--- config.mk ---
export PLATFORM = sky130hd
export DESIGN_NAME = ss_result_packer
export DESIGN_NICKNAME = d
export VERILOG_FILES = /design/src/rtl/ss_result_packer.sv
export SDC_FILE = /design/constraint.sdc
export NUM_CORES = 1
export LEC_CHECK = 0
export CORE_ASPECT_RATIO = 2
export CORE_UTILIZATION = 45
export DETAILED_ROUTE_END_ITERATION = 8
export MAX_ROUTING_LAYER = met4
export SLEW_MARGIN = 5
export SYNTH_ARGS = -nofsm -noshare
export SYNTH_HDL_FRONTEND = slang
export SYNTH_SLANG_ARGS = --single-unit
--- constraint.sdc ---
create_clock -name clk -period 16.15 [get_ports clk]
set_input_delay 3.23 -clock clk [delete_from_list [all_inputs] [get_ports clk]]
set_output_delay 3.23 -clock clk [all_outputs]
set_load 0.03 [all_outputs]
--- src/rtl/ss_result_packer.sv ---
// ss_result_packer: captures a burst of result words from the systolic core
// into a local buffer and replays it as a byte-serial frame (header byte with
// the word count, then every word little-endian) on a valid/ready port.
//
// state   | meaning
// --------+-------------------------------------------------------------
// IDLE    | waiting for the first word of a burst
// COLLECT | storing burst words until in_valid drops
// HEADER  | presenting the word-count header byte
// DATA    | presenting buffered words byte by byte, LSB first
module ss_result_packer #(
   parameter int DW    = 40,
   parameter int DEPTH = 8,
   parameter int AW    = 3
) (
   input  logic          clk,
   input  logic          rst_n,
   input  logic          in_valid,
   input  logic [DW-1:0] in_value,
   output logic          busy,
   output logic          out_valid,
   input  logic          out_ready,
   output logic [7:0]    out_data,
   output logic          out_last,
   output logic [AW:0]   burst_len,
   output logic          overflow
);

   localparam int NB = DW / 8;
   localparam int BW = (NB > 1) ? $clog2(NB) : 1;
   localparam logic [BW-1:0] BYTE_LAST = BW'(NB - 1);
   localparam logic [AW:0]   CNT_MAX   = (AW + 1)'(DEPTH);

   typedef enum logic [1:0] {
      IDLE    = 2'd0,
      COLLECT = 2'd1,
      HEADER  = 2'd2,
      DATA    = 2'd3
   } state_t;

   state_t        state, state_nx;
   logic [AW:0]   cnt, cnt_nx;
   logic [AW-1:0] word_idx, word_nx;
   logic [BW-1:0] byte_idx, byte_nx;
   logic [DW-1:0] buf_mem [DEPTH];

   logic          wr_en;
   logic [AW-1:0] wr_addr;
   logic          ovf_set;
   logic          len_load;
   logic          hs;
   logic          last_word;
   logic [DW-1:0] shifted;

   assign hs        = out_valid & out_ready;
   assign last_word = ({1'b0, word_idx} == (cnt - 1'b1));

   // Next-state, counter and buffer-write control.
   always_comb begin
      state_nx = state;
      cnt_nx   = cnt;
      word_nx  = word_idx;
      byte_nx  = byte_idx;
      wr_en    = 1'b0;
      wr_addr  = cnt[AW-1:0];
      ovf_set  = 1'b0;
      len_load = 1'b0;
      case (state)
         IDLE: begin
            if (in_valid) begin
               wr_en    = 1'b1;
               wr_addr  = '0;
               cnt_nx   = (AW + 1)'(1);
               state_nx = COLLECT;
            end
         end
         COLLECT: begin
            if (in_valid) begin
               if (cnt < CNT_MAX) begin
                  wr_en  = 1'b1;
                  cnt_nx = cnt + 1'b1;
               end else begin
                  ovf_set = 1'b1;
               end
            end else begin
               len_load = 1'b1;
               state_nx = HEADER;
            end
         end
         HEADER: begin
            ovf_set = in_valid;
            if (hs) begin
               state_nx = DATA;
               word_nx  = '0;
               byte_nx  = '0;
            end
         end
         DATA: begin
            ovf_set = in_valid;
            if (hs) begin
               if (last_word && (byte_idx == BYTE_LAST)) begin
                  state_nx = IDLE;
               end
               if (byte_idx == BYTE_LAST) begin
                  byte_nx = '0;
                  word_nx = word_idx + 1'b1;
               end else begin
                  byte_nx = byte_idx + 1'b1;
               end
            end
         end
         default: state_nx = IDLE;
      endcase
   end

   // State, indices, latched burst length and sticky overflow.
   always_ff @(posedge clk or negedge rst_n) begin
      if (!rst_n) begin
         state     <= IDLE;
         cnt       <= '0;
         word_idx  <= '0;
         byte_idx  <= '0;
         burst_len <= '0;
         overflow  <= 1'b0;
      end else begin
         state    <= state_nx;
         cnt      <= cnt_nx;
         word_idx <= word_nx;
         byte_idx <= byte_nx;
         if (len_load) burst_len <= cnt;
         if (ovf_set)  overflow  <= 1'b1;
      end
   end

   // Burst word storage; contents are don't-care until written.
   always_ff @(posedge clk) begin
      if (wr_en) buf_mem[wr_addr] <= in_value;
   end

   // Frame outputs derived only from registered state and indices.
   always_comb begin
      shifted   = buf_mem[word_idx] >> {byte_idx, 3'b000};
      out_valid = (state == HEADER) || (state == DATA);
      busy      = out_valid;
      out_last  = (state == DATA) && last_word && (byte_idx == BYTE_LAST);
      out_data  = 8'h00;
      if (state == HEADER)    out_data = 8'(cnt);
      else if (state == DATA) out_data = shifted[7:0];
   end

endmodule

==> flow_summary.json, run 1 <==
{
  "outcome": "complete, but fails checks",
  "violations": "design-rule violations",
  "period_needed_ps": 7430,
  "finalHoldWorstSlack_ps": 492,
  "clock.fmax_mhz": 135,
  "maxCapViolations": 0,
  "rsz0062_at_grt": "no",
  "finalWorstSetupSlack_ps": 8720,
  "finalCritPeriodShare": 0.460,
  "drive_gt1_frac": 0.162,
  "critPathArrivalTime_ps": 4200,
  "cp-end-kind": "output pin",
  "path_max_fanout": 58,
  "p_int_mw": 1.77,
  "die_x_um": 125,
  "fin_setup_tns_ps": 0,
  "final_nets": 823,
  "dpl_cell_area_um2": 14500,
  "grt_pass1_wl_mm": 45.2,
  "dieArea_um2": 30900,
  "ctsLongestPathBuffers": 3,
  "final_util": 0.525,
  "required_ps": 12920,
  "postSynthRegisterBits": 337,
  "synth_cells": 706,
  "gp_congestion": 0.849,
  "drc": 9,
  "synth_top_area_frac": 0.708,
  "fp-row-count": 89,
  "ant_nets": 0,
  "drtIter0Drc": 527,
  "post_cts_buffers": 0,
  "via_count": 6781,
  "pwr-share-comb": 0.263,
  "start_util": 0.458,
  "p_seq_frac": 0.434,
  "synth_most_common_cell": "edfxtp_1",
  "ys_async_sr_fraction": 0.0504,
  "grt_pass1_vias": 7247,
  "ys_top_cells_by_area": "edfxtp_1 (71%), mux4_2 (5.8%), mux2i_1 (5.7%)",
  "hold_viol_final": 0,
  "post_drt_wl_per_cell_um": 26.0,
  "ir_drop_mv": 0.0830,
  "switching_share": 0.292,
  "synth_commonest_cells": "edfxtp_1 (320), mux2i_1 (77), mux4_2 (35)",
  "p_per_area_nw_per_um2": 161,
  "skew_ps": 11.5,
  "avgViaCountPerCell": 5.86,
  "stdcell_area_um2": 15600,
  "pin_count": 60,
  "cp-start-kind": "flop",
  "synth_area_um2": 13600,
  "synth-edff-count": 320,
  "coreArea_um2": 29600,
  "antenna_found_initial": 2,
  "grt_use_total": 0.207,
  "hold_path.class": "flop to flop",
  "total_power_mw": 2.50,
  "grt_overflow": 0,
  "routed_wirelength_mm": 30.1,
  "cts_resized": 0,
  "synth.avg_cell_area_um2": 19.2,
  "io_buffers": 59,
  "root_buffer": "clkbuf_16",
  "syn-num-nets": 759,
  "pre_cts_slack_ps": 9240,
  "slew_viol_final": 0,
  "cts_max_level": 1,
  "tightest_slew_ps": 1000,
  "setup_violations": 0,
  "yosysWarnings": 0,
  "clock_sinks": 337,
  "p_leak_nw": 4.89,
  "ys_types": 51,
  "drt_pass1_iterations": 6,
  "die_h_um": 248,
  "dp_cells": 1104,
  "cts.hold.buffers_added": 0,
  "clk_pin_slew_ps": 70,
  "area_growth_pct": 14.6,
  "synth_area_leader_cell": "edfxtp_1",
  "grt_max_degree": 59,
  "netSwitchingPower_mw": 0.732,
  "synth.yosys.seq_area_share": 0.739,
  "synth_ff_type": "edfxtp_1",
  "layout.cells.non_filler": 1158,
  "p_clk_frac": 0.303,
  "dp_hpwl_mm": 18.5,
  "clock_latency_ps": 560,
  "slew_headroom": 0.333,
  "crit_type": "flop to output pin",
  "numCtsBuffers": 28,
  "tritoncts": "done"
}
layout make-up:
| cell class | count | area (um2) |
|---|---|---|
| Inverter | 10 | 37.5 |
| Multi-Input combinational cell | 318 | 3260 |
| Timing Repair Buffer | 75 | 711 |
| Clock buffer | 31 | 733 |
| Sequential cell | 337 | 10000 |
| Fill cell | 2333 | 14100 |
| Clock inverter | 21 | 309 |
| Antenna cell | 2 | 5.00 |
| Tap cell | 364 | 455 |
worst paths after layout:
| path | from | end | slack, ps | cells after the start |
|---|---|---|---|---|
| setup / recovery | word_idx[0] | out_data[0] | 8720 | 7 |
| hold / removal | overflow | overflow | 490 | 1 |
| setup reg to reg | state[1] | buf_mem[2][39] | 13110 | 5 |
| hold reg to reg | overflow | overflow | 490 | 1 |
| max in group asynchronous | rst_n | word_idx[0] | 12390 | 1 |
| min in group asynchronous | rst_n | byte_idx[0] | 3150 | 1 |
power by group through the flow:
stage / clock network, mW / registers (mW) / logic, mW
finish: 0.759 / 1.09 / 0.659
global route: 0.802 / 1.09 / 0.706
detailed placement: 0 / 1.11 / 0.665
floorplan: 0 / 1.08 / 0.517
CTS: 0.769 / 1.09 / 0.670
global placement: 0 / 1.10 / 0.658
logic make-up after synthesis:
logic type,Yosys count,share of synthesized area
AOI/OAI and AO/OA,98,0.0550
muxes,135,0.144
DFF,337,0.739
and+or+nand+nor,71,0.0248
adders and majority gates,9,0.00829
xor gates and xnor gates,5,0.00323
buffers and inverters,51,0.0258
placed cells by master, fill, tap and decap left out, drive strengths merged, types with 3 or more instances in the layout:
master / n
mux4: 44
nor2: 19
mux2: 14
dfrtp: 17
nor3: 3
inv: 10
o22ai: 9
a211oi: 4
nor2b: 6
o311ai: 3
buf: 16
o41ai: 4
a22o: 16
nand3: 8
mux2i: 77
a22oi: 10
nand2: 22
clkdlybuf4s50: 59
o221ai: 5
clkinv: 12
ha: 9
clkbuf: 31
a21oi: 14
edfxtp: 320
a221oi: 15
o21ai: 11
xnor2: 4
bufinv: 8
layer usage:
metal  vias up  global-route usage  routed length (um)  part of all wire
li1       3021                   -                   -                 -
met1      3536               0.223               11200              0.37
met2       171               0.382               16700              0.55
met3        53              0.0252                1090             0.036
met4         0              0.0882                1090             0.036
met5         -                   -                   0                 0
sequential cells by signal, summed over array words and instances, names as in the netlist:
name       count
word_idx       3
state          2
burst_len      4
overflow       1
byte_idx       3
cnt            4
buf_mem      320
worst max-delay path, stage by stage, from the launching register on:
cell	delay, ps
dfrtp_4	650
buf_4	860
mux4_2	600
mux2i_1	270
nor2_1	80
a21oi_1	340
o41ai_1	180
clkdlybuf4s50_1	620
Note: power is estimated with default switching activity, not from simulation.
==> run 2: changes to the inputs <==
==> constraint.sdc (replaced) <==
create_clock -name clk -period 7.55 [get_ports clk]
set_input_delay 1.51 -clock clk [delete_from_list [all_inputs] [get_ports clk]]
set_output_delay 1.51 -clock clk [all_outputs]
set_load 0.03 [all_outputs]
==> run 2 against run 1 <==
The run still ends with design-rule violations left. Global-route usage fell by 0.59 points. Power rose by 110%. Core utilization fell by 0.40 points. Cell area fell by 0.76%. Wire length shrank 2.7%. Setup slack worse by 6700 ps. Final cell count shrank 0.35%. Non-clock buffer count decreased by 1. Clock power up 92%. Clock-buffer cell count grew 2. Largest power group unchanged. Highest routed layer unchanged.
==> flow_summary.json, run 2 (synthesis gave the netlist of run 1 again) <==
{
  "clock.fmax_mhz": 179,
  "die_h_um": 248,
  "cts_resized": 0,
  "ir_drop_mv": 0.160,
  "rsz0062_at_grt": "no",
  "tightest_slew_ps": 895,
  "clock_sinks": 337,
  "fp-row-count": 89,
  "layout.cells.non_filler": 1154,
  "drtIter0Drc": 502,
  "register_area_um2": 10000,
  "cp-start-kind": "flop",
  "finalCritPeriodShare": 0.739,
  "die_x_um": 125,
  "slew_viol_final": 0,
  "post_cts_buffers": 0,
  "avgViaCountPerCell": 5.88,
  "ant_nets": 0,
  "io_buffers": 59,
  "post_drt_wl_per_cell_um": 25.4,
  "cts_max_level": 1,
  "setup_violations": 0,
  "via_count": 6791,
  "critPathArrivalTime_ps": 4070,
  "maxCapViolations": 0,
  "routed_wirelength_mm": 29.3,
  "pin_count": 60,
  "coreArea_um2": 29600,
  "drt_pass1_iterations": 7,
  "required_ps": 6040,
  "finalWorstSetupSlack_ps": 1970,
  "grt_max_degree": 61,
  "drc": 8,
  "p_int_mw": 3.63,
  "area_growth_pct": 13.7,
  "pwr-share-comb": 0.267,
  "n_antenna_cell": 0,
  "clock_latency_ps": 560,
  "fill_cells": 2365,
  "hold_start": "burst_len[1]",
  "final_cell_mix": "edfxtp_1 (320), mux2i_1 (77), clkdlybuf4s50_1 (59)",
  "crit_type": "flop to output pin",
  "grt_overflow": 0,
  "grt_pass1_wl_mm": 44.0,
  "rrSetupSlack_ps": 4470,
  "p_clk_frac": 0.281,
  "regToRegEndpoint": "buf_mem[4][37]",
  "outcome": "complete, but fails checks",
  "dp_hpwl_mm": 18.3,
  "skew_ps": 17.1,
  "dieArea_um2": 30900,
  "layout_commonest_cell": "edfxtp_1",
  "p_leak_nw": 4.81,
  "regMostFlops": "buf_mem",
  "largest_register_ffs": 320,
  "pre_cts_slack_ps": 2580,
  "hold_viol_final": 0,
  "min_to": "burst_len[1]",
  "hold_path_depth": 2,
  "tritoncts": "done",
  "cts.hold.buffers_added": 0,
  "switching_share": 0.301,
  "grt_use_total": 0.201,
  "ctsLongestPathBuffers": 3,
  "startpoint": "word_idx[0]",
  "p_seq_frac": 0.452,
  "cp-end-kind": "output pin",
  "top_regs": "buf_mem x320, burst_len x4, cnt x4",
  "period_needed_ps": 5580,
  "violations": "design-rule violations",
  "hold_path.class": "flop to flop",
  "multi_input_area_um2": 3260,
  "slew_headroom": 0.403,
  "clk_pin_slew_ps": 70,
  "reg2reg_from": "state[1]",
  "numCtsBuffers": 29,
  "dp_cells": 1103,
  "antenna_found_initial": 0,
  "start_util": 0.458,
  "netSwitchingPower_mw": 1.56,
  "final_nets": 823,
  "p_per_area_nw_per_um2": 336,
  "path_max_fanout": 33,
  "drive_gt1_frac": 0.154,
  "grt_pass1_vias": 7277,
  "root_buffer": "clkbuf_16",
  "ff2ff_path_depth": 5,
  "fin_setup_tns_ps": 0,
  "gp_congestion": 0.818
}
## run 2: cell count changes in the layout (fill, tap and decap cells not counted), sizes merged
cell | previous run | this run
bufinv | 8 | 3
clkinvlp | 1 | 4
clkbuf | 31 | 33
diode | 2 | 0
buf | 16 | 15
clkinv | 12 | 11
## run 2: worst max path at each step
stage	end	cells after the start	slack, ps
global route	out_data[1]	7	1770
finish	out_data[3]	7	1970
global placement	out_data[3]	7	2670
floorplan	buf_mem[1][0]	3	820
detailed placement	out_data[3]	7	2580
CTS	out_data[3]	7	1980
## run 2: metrics by stage
stage	instance area, um2	total power [mW]	hold WS (ps)	utilization
floorplan	13600	3.41	545	-
global placement	14500	3.77	480	0.490
detailed placement	14500	3.79	473	0.490
CTS	15400	5.24	499	0.521
global route	15400	5.40	532	0.521
finish	15400	5.19	490	0.521
## run 2: power groups by stage
stage,Clock (mW),Sequential [mW],Combinational (mW)
floorplan,0,2.30,1.11
global placement,0,2.38,1.39
detailed placement,0,2.39,1.40
CTS,1.48,2.35,1.41
global route,1.55,2.37,1.49
finish,1.46,2.35,1.39
## run 2: routing by layer
| metal | track usage | share of wire | vias up |
|---|---|---|---|
| met1 | 0.214 | 0.36 | 3538 |
| met2 | 0.371 | 0.56 | 179 |
| met4 | 0.0929 | 0.040 | 0 |
| met3 | 0.0235 | 0.040 | 60 |
| li1 | - | - | 3014 |
| met5 | - | 0 | - |
## run 2: worst max-delay path, stage by stage, from the launching register on
cell	delay, ps
dfrtp_4	810
buf_4	560
mux2i_1	160
a22o_1	250
a221oi_1	250
o22ai_1	200
o41ai_1	460
clkdlybuf4s50_1	750
## run 2: layout make-up
class                           count  area share
Tap cell                          364      0.0295
Clock inverter                     18      0.0122
Inverter                           10     0.00243
Timing Repair Buffer               74      0.0464
Sequential cell                   337       0.650
Multi-Input combinational cell    318       0.211
Clock buffer                       33      0.0480
==> patch 1: new RTL, settings of run 2 <==
Change the parameter `AW` from 3 to 4.
--- a/src/rtl/ss_result_packer.sv
+++ b/src/rtl/ss_result_packer.sv
@@ -11,7 +11,7 @@
 module ss_result_packer #(
    parameter int DW    = 40,
    parameter int DEPTH = 8,
-   parameter int AW    = 3
+   parameter int AW    = 4
 ) (
    input  logic          clk,
    input  logic          rst_n,
Ports: changed (resized burst_len); port bits go from 60 to 61. The function was not compared with the original's and may differ.
==> patch 1 against run 2 <==
The flow still finishes with violations (design-rule violations); clock power grew 4%; non-clock buffer count grew 2; wire length increased by 2.0%; register-to-register slack gained 290 ps; sequential cell count is 3 higher; synthesized area grew 0.78%; global-route usage increased by 0.43 points; sequential share of layout area shrank 0.38 points; cell area up 1.4%; worst setup slack gained 34 ps; synthesized cell count increased by 0.28%; final cell count grew 0.87%; total power grew 3.2%; core utilization down 0.077 points; highest routed layer unchanged.
==> patch 1: results (changes against run 2) <==
run status finished with violations; failing checks design-rule violations; Area Growth Syn to Fin 14.32%; CP max stage delay 760 ps (-50 ps); vias 6817 (+0.38%); r2r worst-path depth 8 (+3); Synth Area in Adders 0.8229% (-0.0064 points); top flop regs buf_mem x320, burst_len x5, cnt x5; placed cell count 1114 (+1.0%); largest net degree at the start of global routing 47 (-23%); post-synth cell types 54 (+5.9%); Reg2Reg Launch Point byte_idx[0]; Max-slew headroom 36.87% (-3.5 points); Synth Area in Compound Gates 4.636% (-0.87 points); # nets final 830 (+0.85%); Area contributors post-synth edfxtp_1, mux4_2, mux2i_1; Worst Hold Path EP overflow; Max IR drop VDD 0.0001730 V (+8.4%); Port Buf Inserts 60 (+1.7%); DRC 6 (-2); filler cell count 2374 (+0.38%); Post-synth top cells edfxtp_1, mux4_2, mux2i_1; Routed WL 29.90 mm (+2.0%); mux share of post-synthesis cell area 14.67% (+0.28 points); fmax 180.5 MHz (+0.61%); critical path peak fanout 27 (-18%); GRT Overall Usage 20.51% (+0.43 points); post-DP HPWL 17.30 mm (-5.5%)
[patch 1: power breakdown]
group	total [mW]	switching (mW)	internal, mW
logic	1.48	0.821	0.657
registers	2.36	0.142	2.22
clock network	1.52	0.651	0.871
total	5.36	1.61	3.74
[patch 1: layout make-up]
type                            count  area share, %
Clock buffer                       33          4.735
Multi-Input combinational cell    322          21.49
Sequential cell                   340          64.66
Inverter                            8         0.1920
Timing Repair Buffer               76          4.607
Clock inverter                     17          1.368
Tap cell                          368          2.943
[patch 1: logic make-up after synthesis]
logic type	count (synthesis)
flip-flops	340
multiplexers	124
AND/OR/NAND/NOR	93
AO/OA/AOI/OAI	87
buffers and inverters	46
XOR/XNOR	9
adder cells (fa/ha/maj)	9
[patch 1: per-layer routing]
layer | track usage [%] | share of wire (%)
met5 | - | 0
met3 | 2.108 | 4.2
met1 | 22.97 | 37
met4 | 8.780 | 3.9
met2 | 36.94 | 55
==> patch 2: new RTL, settings of run 2 <==
Made on the original files. Encoding of `state_t`: now one-hot (4 bits for 4 states).
--- a/src/rtl/ss_result_packer.sv
+++ b/src/rtl/ss_result_packer.sv
@@ -31,11 +31,11 @@
    localparam logic [BW-1:0] BYTE_LAST = BW'(NB - 1);
    localparam logic [AW:0]   CNT_MAX   = (AW + 1)'(DEPTH);
 
-   typedef enum logic [1:0] {
-      IDLE    = 2'd0,
-      COLLECT = 2'd1,
-      HEADER  = 2'd2,
-      DATA    = 2'd3
+   typedef enum logic [3:0] {
+      IDLE    = 4'b0001,
+      COLLECT = 4'b0010,
+      HEADER  = 4'b0100,
+      DATA    = 4'b1000
    } state_t;
 
    state_t        state, state_nx;
Function: same outputs for any inputs over 4 cycles, from zero or initial values and one cycle with rst_n low; so few cycles prove little.
==> patch 2 against run 2 <==
The flow still finishes with violations (design-rule violations); synthesized area up 0.32%; cell area up 0.84%; sequential cell count up 2; wire length up 3.2%; final cell count up 3.1%; worst setup slack worse by 130 ps; critical path type unchanged; highest routed layer unchanged.
Power is not compared: it rests on default switching activity, and its combinational part moved more than twofold at a synthesized area within 25%.
==> patch 2: results (changes against run 2) <==
run status finished with violations; failing checks design-rule violations; Place WS 2489 ps (-94.11 ps); Post-synth EDFFs 320 (unchanged); GRT Overall Usage 20.66% (+0.57 points); Reg with most FFs buf_mem; max FFs per register 320 (unchanged); post-synth cell types 54 (+5.9%); gpl congestion 0.7662 (-6.4%); Port Buf Inserts 59 (unchanged); antenna violations before repair 0 (unchanged); Area contributors post-synth edfxtp_1, mux2i_1, mux4_2; Main synth FF type edfxtp_1; DR WL/cell 25.41 µm (about the same); Async SR Flop Fraction 5.605% (+0.56 points); post-DP HPWL 18.44 mm (+0.74%); Avg Cell Area, Syn 18.46 µm² (-4.0%); H-Tree Depth 1 (unchanged); Worst EP arrival 4200 ps (+130 ps); n_diodes 0 (unchanged); CTS buffer count 29 (unchanged); Synth Net Count 787 (+3.7%); clk slew on worst S/H paths 70 ps (about the same); Max IR drop VDD 0.0001666 V; Root Driver clkbuf_16; post-CTS setup buffer count 0 (unchanged); vias per cell 5.818 (-1.1%); static leakage 4.848 nW; filler cell count 2367 (+0.085%); fraction of layout cells with a size suffix above 1 12.59% (-2.9 points); vias in the first global route 7413 (+1.9%); sequential-to-total area share from yosys stat 74.04% (+0.14 points); vias 6924 (+2.0%); Post-synth top cells edfxtp_1, mux2i_1, nand2_1; Pre-Repair DR Iteration Count 9 (+2); CTS resizes 0 (unchanged); clock skew after layout 10.93 ps (-6.125 ps); critical path peak fanout 66 (+100%); DRC 4 (-4); Worst-Skew Late Latency 560 ps (about the same); Hold Crit Class reg2reg; clock tree buffer depth 3 (unchanged); Initial DRC Count 514 (+2.4%); largest net degree at the start of global routing 67 (+9.8%); # nets final 852 (+3.5%); placed cell count 1136 (+3.0%); yosys warns 0 (unchanged); Max-slew headroom 27.35% (-13 points); first-pass GRT wire length 45.51 mm (+3.4%)
patch 2: changes by cell type in the layout (fill, tap and decap cells not counted), moves of 10 or more:
cell	delta
a21oi_1	+15
a22oi_1	+22
a221oi_1	-10
nand2_1	+21
a22o_1	-14
mux4_2	-11
patch 2: worst max-delay path, stage by stage, from the launching register on:
cell	delay, ps
dfrtp_4	1090
buf_12	480
mux2i_1	150
a22oi_1	220
a21oi_1	100
nor4_1	440
a221o_1	310
clkdlybuf4s50_1	700
patch 2: layout make-up:
class | count | area, µm² | area share, %
clock buffers | 35 | 748.2 | 4.807
inverters | 6 | 22.52 | 0.1447
clock inverters | 19 | 237.7 | 1.527
multi-input cells | 352 | 3286 | 21.11
repair buffers | 75 | 723.2 | 4.647
flip-flops and latches | 339 | 10090 | 64.84
well taps | 364 | 455.4 | 2.926
patch 2: per-stage QoR:
stage | area [µm²] | utilization, %
global route | 15560 | 52.54
finish | 15560 | 52.54
CTS | 15560 | 52.54
global placement | 14580 | 49.21
detailed placement | 14580 | 49.21
floorplan | 13620 | -
patch 2: cell families after synthesis:
logic type,Yosys count,synth area share [%]
xor gates and xnor gates,6,0.3858
DFF,339,74.04
AOI/OAI and AO/OA,104,5.217
muxes,128,13.57
and+or+nand+nor,109,4.023
buffers and inverters,47,2.305
adders and majority gates,5,0.4593
patch 2: worst paths after layout:
check | start | end | slack [ps] | cells past startpoint
max in group asynchronous | rst_n | word_idx[0] | 5410 | 1
min | overflow | overflow | 460 | 1
max reg2reg | state[2] | buf_mem[0][37] | 4280 | 5
min reg2reg | overflow | overflow | 460 | 1
min in group asynchronous | rst_n | overflow | 1460 | 1
max | word_idx[0] | out_data[0] | 1840 | 7
patch 2: layer usage:
metal | vias to the layer above | share of wire, % | track usage (%)
met5 | - | 0 | -
met4 | 0 | 2.9 | 7.747
met3 | 57 | 3.4 | 2.083
met2 | 154 | 56 | 38.32
met1 | 3599 | 38 | 22.88
li1 | 3114 | - | -
patch 2: power breakdown:
part	leakage [nW]	total [mW]	internal, mW	switching (mW)
clock network	0.485	1.56	0.885	0.670
registers	3.14	2.25	2.18	0.0762
logic	1.23	0.422	0.154	0.268
